--- src/rtl/pc_gen_pkg.sv ---
// rtl/pc_gen_pkg.sv - shared sel encodings and FSM state type for pc_gen
package pc_gen_pkg;

  // Execute-stage target select encodings; 2'b11 behaves like SEL_SEQ
  localparam logic [1:0] SEL_SEQ  = 2'b00;
  localparam logic [1:0] SEL_JAL  = 2'b01;
  localparam logic [1:0] SEL_JALR = 2'b10;

  typedef enum logic [1:0] {
    ST_RUN  = 2'b00,
    ST_HOLD = 2'b01,
    ST_HALT = 2'b10
  } pc_state_t;

endpackage

--- src/rtl/pc_target_mux.sv ---
// rtl/pc_target_mux.sv - redirect request, target select and misalignment trap
import pc_gen_pkg::*;

module pc_target_mux #(
  parameter int              XLEN    = 32,
  parameter logic [XLEN-1:0] TRAP_PC = XLEN'('h100)
) (
  input  logic            ex_valid,
  input  logic [1:0]      sel,
  input  logic            cond_branch,
  input  logic [XLEN-1:0] pc_imm,
  input  logic [XLEN-1:0] rs1_imm,
  output logic            req,
  output logic [XLEN-1:0] target,
  output logic            misaligned
);

  logic [XLEN-1:0] raw_target;

  // Pick the redirect candidate, then divert word-misaligned targets to the trap vector
  always_comb begin
    req        = 1'b0;
    raw_target = pc_imm;
    if (ex_valid) begin
      case (sel)
        SEL_JAL:  req = 1'b1;
        SEL_JALR: begin
          req        = 1'b1;
          raw_target = {rs1_imm[XLEN-1:1], 1'b0};
        end
        default:  req = cond_branch;
      endcase
    end
    misaligned = req & raw_target[1];
    target     = misaligned ? TRAP_PC : raw_target;
  end

endmodule

--- src/rtl/pc_gen.sv ---
// rtl/pc_gen.sv - fetch PC generator with stall hold, pending redirect and halt; PC_GEN_PERF_CNT_EN adds counters
import pc_gen_pkg::*;

module pc_gen #(
  parameter int              XLEN     = 32,
  parameter logic [XLEN-1:0] RESET_PC = XLEN'('h0),
  parameter logic [XLEN-1:0] HALT_PC  = XLEN'('h6c),
  parameter logic [XLEN-1:0] TRAP_PC  = XLEN'('h100)
) (
  input  logic            clk,
  input  logic            rst_n,
  input  logic            stall,
  input  logic            ex_valid,
  input  logic [1:0]      sel,
  input  logic            cond_branch,
  input  logic [XLEN-1:0] pc_imm,
  input  logic [XLEN-1:0] rs1_imm,
  output logic [XLEN-1:0] pc,
  output logic [XLEN-1:0] next_pc,
  output logic            redirect,
  output logic            halted,
`ifdef PC_GEN_PERF_CNT_EN
  output logic [31:0]     redirect_cnt,
  output logic [31:0]     stall_cnt,
`endif
  output logic            misalign_err
);

  pc_state_t       state, state_next;
  logic [XLEN-1:0] pend_target;
  logic            pend_mis;
  logic            pend_load;
  logic            req;
  logic [XLEN-1:0] target;
  logic            misaligned;

  pc_target_mux #(.XLEN(XLEN), .TRAP_PC(TRAP_PC)) u_mux (
    .ex_valid    (ex_valid),
    .sel         (sel),
    .cond_branch (cond_branch),
    .pc_imm      (pc_imm),
    .rs1_imm     (rs1_imm),
    .req         (req),
    .target      (target),
    .misaligned  (misaligned)
  );

  // Next-state and next-PC decode; the oldest captured redirect always wins over new ones
  always_comb begin
    state_next   = state;
    next_pc      = pc;
    redirect     = 1'b0;
    misalign_err = 1'b0;
    pend_load    = 1'b0;
    case (state)
      ST_RUN: begin
        if (!stall) begin
          if (req) begin
            next_pc      = target;
            redirect     = 1'b1;
            misalign_err = misaligned;
          end else if (pc == HALT_PC) begin
            next_pc    = HALT_PC;
            state_next = ST_HALT;
          end else begin
            next_pc = pc + XLEN'(4);
          end
        end else if (req) begin
          pend_load  = 1'b1;
          state_next = ST_HOLD;
        end
      end
      ST_HOLD: begin
        if (!stall) begin
          next_pc      = pend_target;
          redirect     = 1'b1;
          misalign_err = pend_mis;
          state_next   = ST_RUN;
        end
      end
      ST_HALT: state_next = ST_HALT;
      default: state_next = ST_RUN;
    endcase
    halted = (state == ST_HALT);
    if (!rst_n) begin
      next_pc      = RESET_PC;
      redirect     = 1'b0;
      misalign_err = 1'b0;
      halted       = 1'b0;
    end
  end

  // PC, FSM state and one-deep pending redirect registers
  always_ff @(posedge clk or negedge rst_n) begin
    if (!rst_n) begin
      state       <= ST_RUN;
      pc          <= RESET_PC;
      pend_target <= '0;
      pend_mis    <= 1'b0;
    end else begin
      state <= state_next;
      pc    <= next_pc;
      if (pend_load) begin
        pend_target <= target;
        pend_mis    <= misaligned;
      end else if (state == ST_HOLD && !stall) begin
        pend_target <= '0;
        pend_mis    <= 1'b0;
      end
    end
  end

`ifdef PC_GEN_PERF_CNT_EN
  // Free-running wrap-around counters of redirect cycles and non-halted stall cycles
  always_ff @(posedge clk or negedge rst_n) begin
    if (!rst_n) begin
      redirect_cnt <= '0;
      stall_cnt    <= '0;
    end else begin
      redirect_cnt <= redirect_cnt + {31'd0, redirect};
      stall_cnt    <= stall_cnt + {31'd0, (stall && state != ST_HALT)};
    end
  end
`endif

endmodule

--- config.mk ---
export PLATFORM = sky130hd
export DESIGN_NAME = pc_gen
export DESIGN_NICKNAME = d
export VERILOG_FILES = /design/src/rtl/pc_gen_pkg.sv /design/src/rtl/pc_target_mux.sv /design/src/rtl/pc_gen.sv
export SDC_FILE = /design/constraint.sdc
export NUM_CORES = 1
export LEC_CHECK = 0
export ABC_CLOCK_PERIOD_IN_PS = 5450
export CORE_MARGIN = 2
export CORE_UTILIZATION = 35
export CTS_BUF_LIST = sky130_fd_sc_hd__clkbuf_8 sky130_fd_sc_hd__clkbuf_16
export DETAILED_ROUTE_END_ITERATION = 16
export GPL_TIMING_DRIVEN = 0
export PLACE_DENSITY = 0.62
export SLEW_MARGIN = 30
export SYNTH_ARGS = -nofsm -noshare
export SYNTH_HDL_FRONTEND = slang
export SYNTH_HIERARCHICAL = 1
export SYNTH_SLANG_ARGS = --single-unit
export TNS_END_PERCENT = 1
--- constraint.sdc ---
create_clock -name clk -period 5.45 [get_ports clk]
set_input_delay 0.545 -clock clk [delete_from_list [all_inputs] [get_ports clk]]
set_output_delay 0.545 -clock clk [all_outputs]
set_load 0.01 [all_outputs]
[Word-level counts from Yosys, hierarchy flattened]
Cells that the tools add are included.
Word-level totals
  input port bits: 71
  bits in latches: 0
  flip-flop bits (word level): 67
  memories: 0
  memory bits (writable): 0
  ROM bits: 0
Cells by class
  divide/modulo/power cells: 0
  multiply operators: 0
  shifts and indexed selects: 0
  $add $sub $neg: 1
  order comparisons: 0
  bitwise logic cells: 1
  reduce and logical (&&, ||, !) cells: 6
  equality and inequality tests: 9
  mux-type cells: 34
Operator list (count)
  32-bit two-way mux: 10
  32-bit one-hot mux with 2 select lines: 1
  32-bit by 3-bit adder with 32-bit output, second input constant: 1
  32-bit by 7-bit == test with 1-bit output, second input constant: 1
  1-bit two-way mux: 15
  2-bit two-way mux: 5
  3-bit != test, second input constant: 3
  2-bit one-hot mux with 3 select lines: 1
  2-bit by 1-bit == test with 1-bit output, second input constant: 2
  2-bit == test, second input constant: 2
  1-bit one-hot mux with 2 select lines: 2
  4-bit AND reduction: 1
  2-bit logical NOT: 1
  2-bit != test, second input constant: 1
  2-bit nonzero test: 1
  2-bit OR reduction: 1
  1-bit AND: 1
  1-bit logical AND: 1
  1-bit logical NOT: 1

[Depth between registers and ports, before layout]
  word-level depth: 10
  depth in mapped cells: 10

[By module]
Netlist, hierarchy kept.
Modules (own cells, without submodules)
  pc_gen: cells each 429, area an instance 3971.3 um^2, times used 1, seq. area each 1676.6 um^2
  pc_target_mux: cells each 127, area an instance 937.1 um^2, times used 1, seq. area each 0.0 um^2

[Least setup slack after synthesis]
No wires, ideal clock.
  path kind: input-to-output
  start point: input port sel[0]
  end point: output port next_pc[30]
  arrival: 2429 ps
  required time: 4905 ps
  slack: 2476 ps
  path buffers: 0
  stages on the path: 9
  path through: inv_1 > ha_1 > nor2b_1 > nor2_1 > nor4b_1 > a21oi_1 > o211ai_1 > a31oi_1 > nor3_1
Between the ends
  cells in the longest elaborated chain, start to end: 10
  elaborated cells between the ends (all ways): 13
  classes of those cells: 2 x eq/ne; 9 x mux; 1 x bitwise; 1 x reduce/logical
Ends and longest elaborated chain
  start: declaration: RTL line pc_gen.sv:14  | input logic [1:0] sel,
  2-bit by 1-bit == test with 1-bit output / 2-bit == test (equally long branches): RTL line pc_target_mux.sv:25  | case (sel)
  2-bit OR reduction (no line) (*)
  1-bit two-way mux (*): RTL line pc_target_mux.sv:25
  1-bit two-way mux (*): RTL line pc_target_mux.sv:24  | if (ex_valid) begin
  via req: RTL line pc_gen.sv:33  | logic req;
  1-bit AND: RTL line pc_target_mux.sv:34  | misaligned = req & raw_target[1];
  32-bit two-way mux: RTL line pc_target_mux.sv:35  | target = misaligned ? TRAP_PC : raw_target;
  32-bit two-way mux (*): RTL line pc_gen.sv:58  | if (req) begin
  32-bit two-way mux (*): RTL line pc_gen.sv:57  | if (!stall) begin
  32-bit one-hot mux with 2 select lines (*): RTL line pc_gen.sv:55  | case (state)
  32-bit two-way mux (*): RTL line pc_gen.sv:85  | if (!rst_n) begin
  end: declaration: RTL line pc_gen.sv:19  | output logic [XLEN-1:0] next_pc,
Mark *: on every way through the listed nets, which the timed path passes. The rest lies on a longest branch.

[Worst setup path in the final report]
  start point: input port sel[0]
  end point: output port next_pc[13]
Same word-level chain as after synthesis.

==> impl_metrics.json <==
{
  "r2r-end": "pc[13]",
  "yosys_warnings": 6,
  "worstPathRequired_ns": 4.91,
  "dominantRegCellSynth": "sky130_fd_sc_hd__dfrtp_1",
  "h_tree_depth": 3,
  "worst_r2r_path_depth": 7,
  "synth.most_common_cell": "sky130_fd_sc_hd__dfrtp_1",
  "synth_simple_gate_area_share_pct": 20.9,
  "dominant_combinational_cell_family_by_area_after_synthesis": "compound AO/OA/AOI/OAI gates",
  "drv.max_cap_violation_count": 0,
  "worst_pin_slew_ns": 0.659,
  "grt_first_pass_wirelength_um": 28800,
  "skew_ns": 0.00498,
  "die_width_um": 122,
  "grt_start_max_net_pins": 52,
  "number_of_flops_mapped_to_enable_cells_by_yosys": 0,
  "postSynth.asyncResetShare_pct": 100,
  "grt_setup_unrepaired": "false",
  "postRouteAntennaNets": 0,
  "met1_track_utilization_from_global_routing_pct": 37.3,
  "grtUsageMet2_pct": 38.3,
  "critical-path-slowest-cell": "sky130_fd_sc_hd__clkdlybuf4s50_1",
  "count_of_antenna_diodes_in_the_layout": 0,
  "leakage_power_summed_over_all_cells_nw": 2.61,
  "cts.sinks": 67,
  "critical_path.reg2reg.startpoint": "pc[2]",
  "post_synth_main_area_contributors": "sky130_fd_sc_hd__dfrtp_1 34%, sky130_fd_sc_hd__a21bo_2 6.1%, sky130_fd_sc_hd__a22o_1 5.9%",
  "finish.net_count": 777,
  "slowest_cell_delay_on_critical_path_ns": 0.63,
  "peak_ir_drop_on_the_vdd_network_mv": 0.163,
  "busiest_layer": "met2",
  "clkLatencyLatePin_ns": 0.34,
  "ys_top_cells_by_count": "67 x sky130_fd_sc_hd__dfrtp_1, 46 x sky130_fd_sc_hd__nand3_1, 44 x sky130_fd_sc_hd__clkbuf_1, 41 x sky130_fd_sc_hd__a21oi_1, 33 x sky130_fd_sc_hd__a22o_1",
  "timing.hold.ws_ns": 0.0874,
  "fmaxAchievable_ghz": 0.226,
  "power.density_nw_per_um2": 248,
  "syn_area_per_cell_sq_um": 8.83,
  "worstPathArrival_ns": 3.88,
  "stdcell_count": 887,
  "worstPathCellList": "clkdlybuf4s50_1 -> inv_1 -> ha_1 -> nor2b_1 -> nor2_1 -> clkbuf_1 -> a21oi_1 -> clkbuf_1 -> a221oi_1 -> nor3_1 -> clkdlybuf4s50_1",
  "yosys-mux-area-fraction_pct": 0.510,
  "use_met3_pct": 4.23,
  "mappedNetlistArea_sq_um": 4910,
  "hold_class": "in -> async",
  "finalInstanceArea_sq_um": 6810,
  "netlist_instances": 556,
  "post-cts-setup-buffers": 0,
  "cts.reportedPaths.clkPinSlew_ns": 0.06,
  "placedInstanceArea_sq_um": 6510,
  "detailedRoute.firstIterationViolations": 488,
  "start_util_pct": 35.6,
  "firstDrtPassIters": 8,
  "antenna_found_initial": 0,
  "reg2reg_slack_ns": 2.93,
  "routed_wirelength_um": 18600,
  "via_total_after_detailed_routing": 5341,
  "routability_cong": 0.895,
  "numPlacedInstances": 871,
  "critical_path.max_fanout": 10,
  "cts_hold_repair.buffers": 0,
  "synth_compound_area_share_pct": 33.3,
  "first_global_vias": 5074,
  "synth.yosys.seq_area_share_pct": 34.2,
  "postSynthNetCount": 631,
  "report.final.hold_viol_count": 0,
  "ctsLongestPathBuffers": 2,
  "global_route.overflow_total": 0,
  "tritoncts": "built",
  "numPortBuffers": 134,
  "cts_buffers": 9,
  "synth_xor_xnor_area_share_pct": 2.85,
  "routed_via_density": 6.02,
  "num-fill-cells": 1347,
  "cts-root-buf": "sky130_fd_sc_hd__clkbuf_16",
  "max_slew_margin_pct": 55.9,
  "final_min_period_over_clock_period_pct": 81.2,
  "synth_cell_types": 61,
  "critPathLaunchType": "input port",
  "power_mw": 1.69,
  "max_slew_vio_count": 0,
  "endpoint_kind": "output port",
  "place_hpwl_um": 14400,
  "layout_min_cycle_time_ns": 4.42,
  "die-area_sq_um": 15000,
  "total_of_flip_flops_plus_latches_after_synthesis": 67,
  "layout-area-overhead-vs-synth_pct": 38.8,
  "cts_repair_resize_count": 0,
  "synthDominantAreaCellType": "sky130_fd_sc_hd__dfrtp_1",
  "dieHeight_um": 122,
  "yosysTopAreaCellShare_pct": 34.2,
  "timing.setup.critical_path_class": "in -> out",
  "io-pin-count": 138,
  "groute.usage.overall_pct": 25.2,
  "drt-wirelength-per-cell_um": 20.9,
  "status": "finished, final reports clean",
  "floorplan.rows": 43,
  "post_synth_fa_ha_maj_area_fraction_pct": 1.02,
  "final_layout_size_suffix_gt1_share_pct": 12.2,
  "core_area_sq_um": 13800,
  "setup_viol_count_final": 0,
  "drt_drc_violations_left": 0
}
## kinds of logic after synthesis
logic type | Yosys count
AO/OA/AOI/OAI | 214
AND/OR/NAND/NOR | 176
buffers and inverters | 77
flip-flops | 67
XOR/XNOR | 16
adder cells (fa/ha/maj) | 4
multiplexers | 2
## critical path: cells and delay by family
| kind | cells | cell delay (ns) |
|---|---|---|
| AOI/OAI and AO/OA | 2 | 0.40 |
| buffers and inverters | 5 | 1.82 |
| adders and majority gates | 1 | 0.28 |
| and+or+nand+nor | 3 | 0.82 |
## layer usage
layer  wire [um]  vias to the layer above
met4         225                        0
li1            -                     2483
met5           0                        -
met2        8460                      251
met1        8560                     2589
met3        1340                       18
## power by group
part	switching, mW	leakage, nW	internal (mW)
Combinational	0.242	1.58	0.231
Clock	0.244	0.142	0.357
Sequential	0.0590	0.889	0.554
Total	0.546	2.61	1.14
## worst max-delay path by stage
| stage | from | to | slack, ns | depth (start not counted) |
|---|---|---|---|---|
| 3_5_place_dp | sel[0] | next_pc[13] | 1.06 | 11 |
| 5_1_grt | sel[0] | next_pc[13] | 0.81 | 11 |
| 4_1_cts | sel[0] | next_pc[13] | 1.05 | 11 |
| 2_1_floorplan | sel[0] | next_pc[30] | 2.48 | 9 |
| 3_3_place_gp | rst_n | next_pc[16] | -1.06 | 5 |
| 6_report | sel[0] | next_pc[13] | 1.03 | 11 |
## cell type report
class	count	area (sq um)	area share, %
well taps	180	225	3.31
flip-flops and latches	67	1680	24.6
clock buffers	9	225	3.31
inverters	11	41.3	0.606
repair buffers	135	1370	20.1
plain buffers	66	315	4.63
multi-input cells	412	2890	42.4
clock inverters	7	76.3	1.12
## metrics by stage
stage / utilization, % / setup slack, ns / setup TNS, ns
3_5_place_dp: 47.2 / 1.06 / 0
5_1_grt: 49.5 / 0.809 / 0
4_1_cts: 49.4 / 1.05 / 0
3_3_place_gp: 47.0 / -1.06 / -14.73
6_report: 49.5 / 1.03 / 0
2_1_floorplan: - / 2.48 / 0
## state kept, by name, summed over array words and instances (netlist names)
signal       cells
pend_target     32
pend_mis         1
pc              32
state            2
## layout by cell type (no fill, tap or decap), types with 19 or more instances in the layout
| cell type | instances |
|---|---|
| sky130_fd_sc_hd__clkdlybuf4s50_1 | 133 |
| sky130_fd_sc_hd__dfrtp_1 | 67 |
| sky130_fd_sc_hd__nand3_1 | 46 |
| sky130_fd_sc_hd__clkbuf_1 | 44 |
| sky130_fd_sc_hd__a21oi_1 | 41 |
| sky130_fd_sc_hd__a22o_1 | 33 |
| sky130_fd_sc_hd__a32oi_1 | 30 |
| sky130_fd_sc_hd__a21bo_2 | 30 |
| sky130_fd_sc_hd__o21ai_0 | 24 |
| sky130_fd_sc_hd__or3_1 | 23 |
| sky130_fd_sc_hd__nor4_1 | 19 |
(Power assumes the default switching activity.)
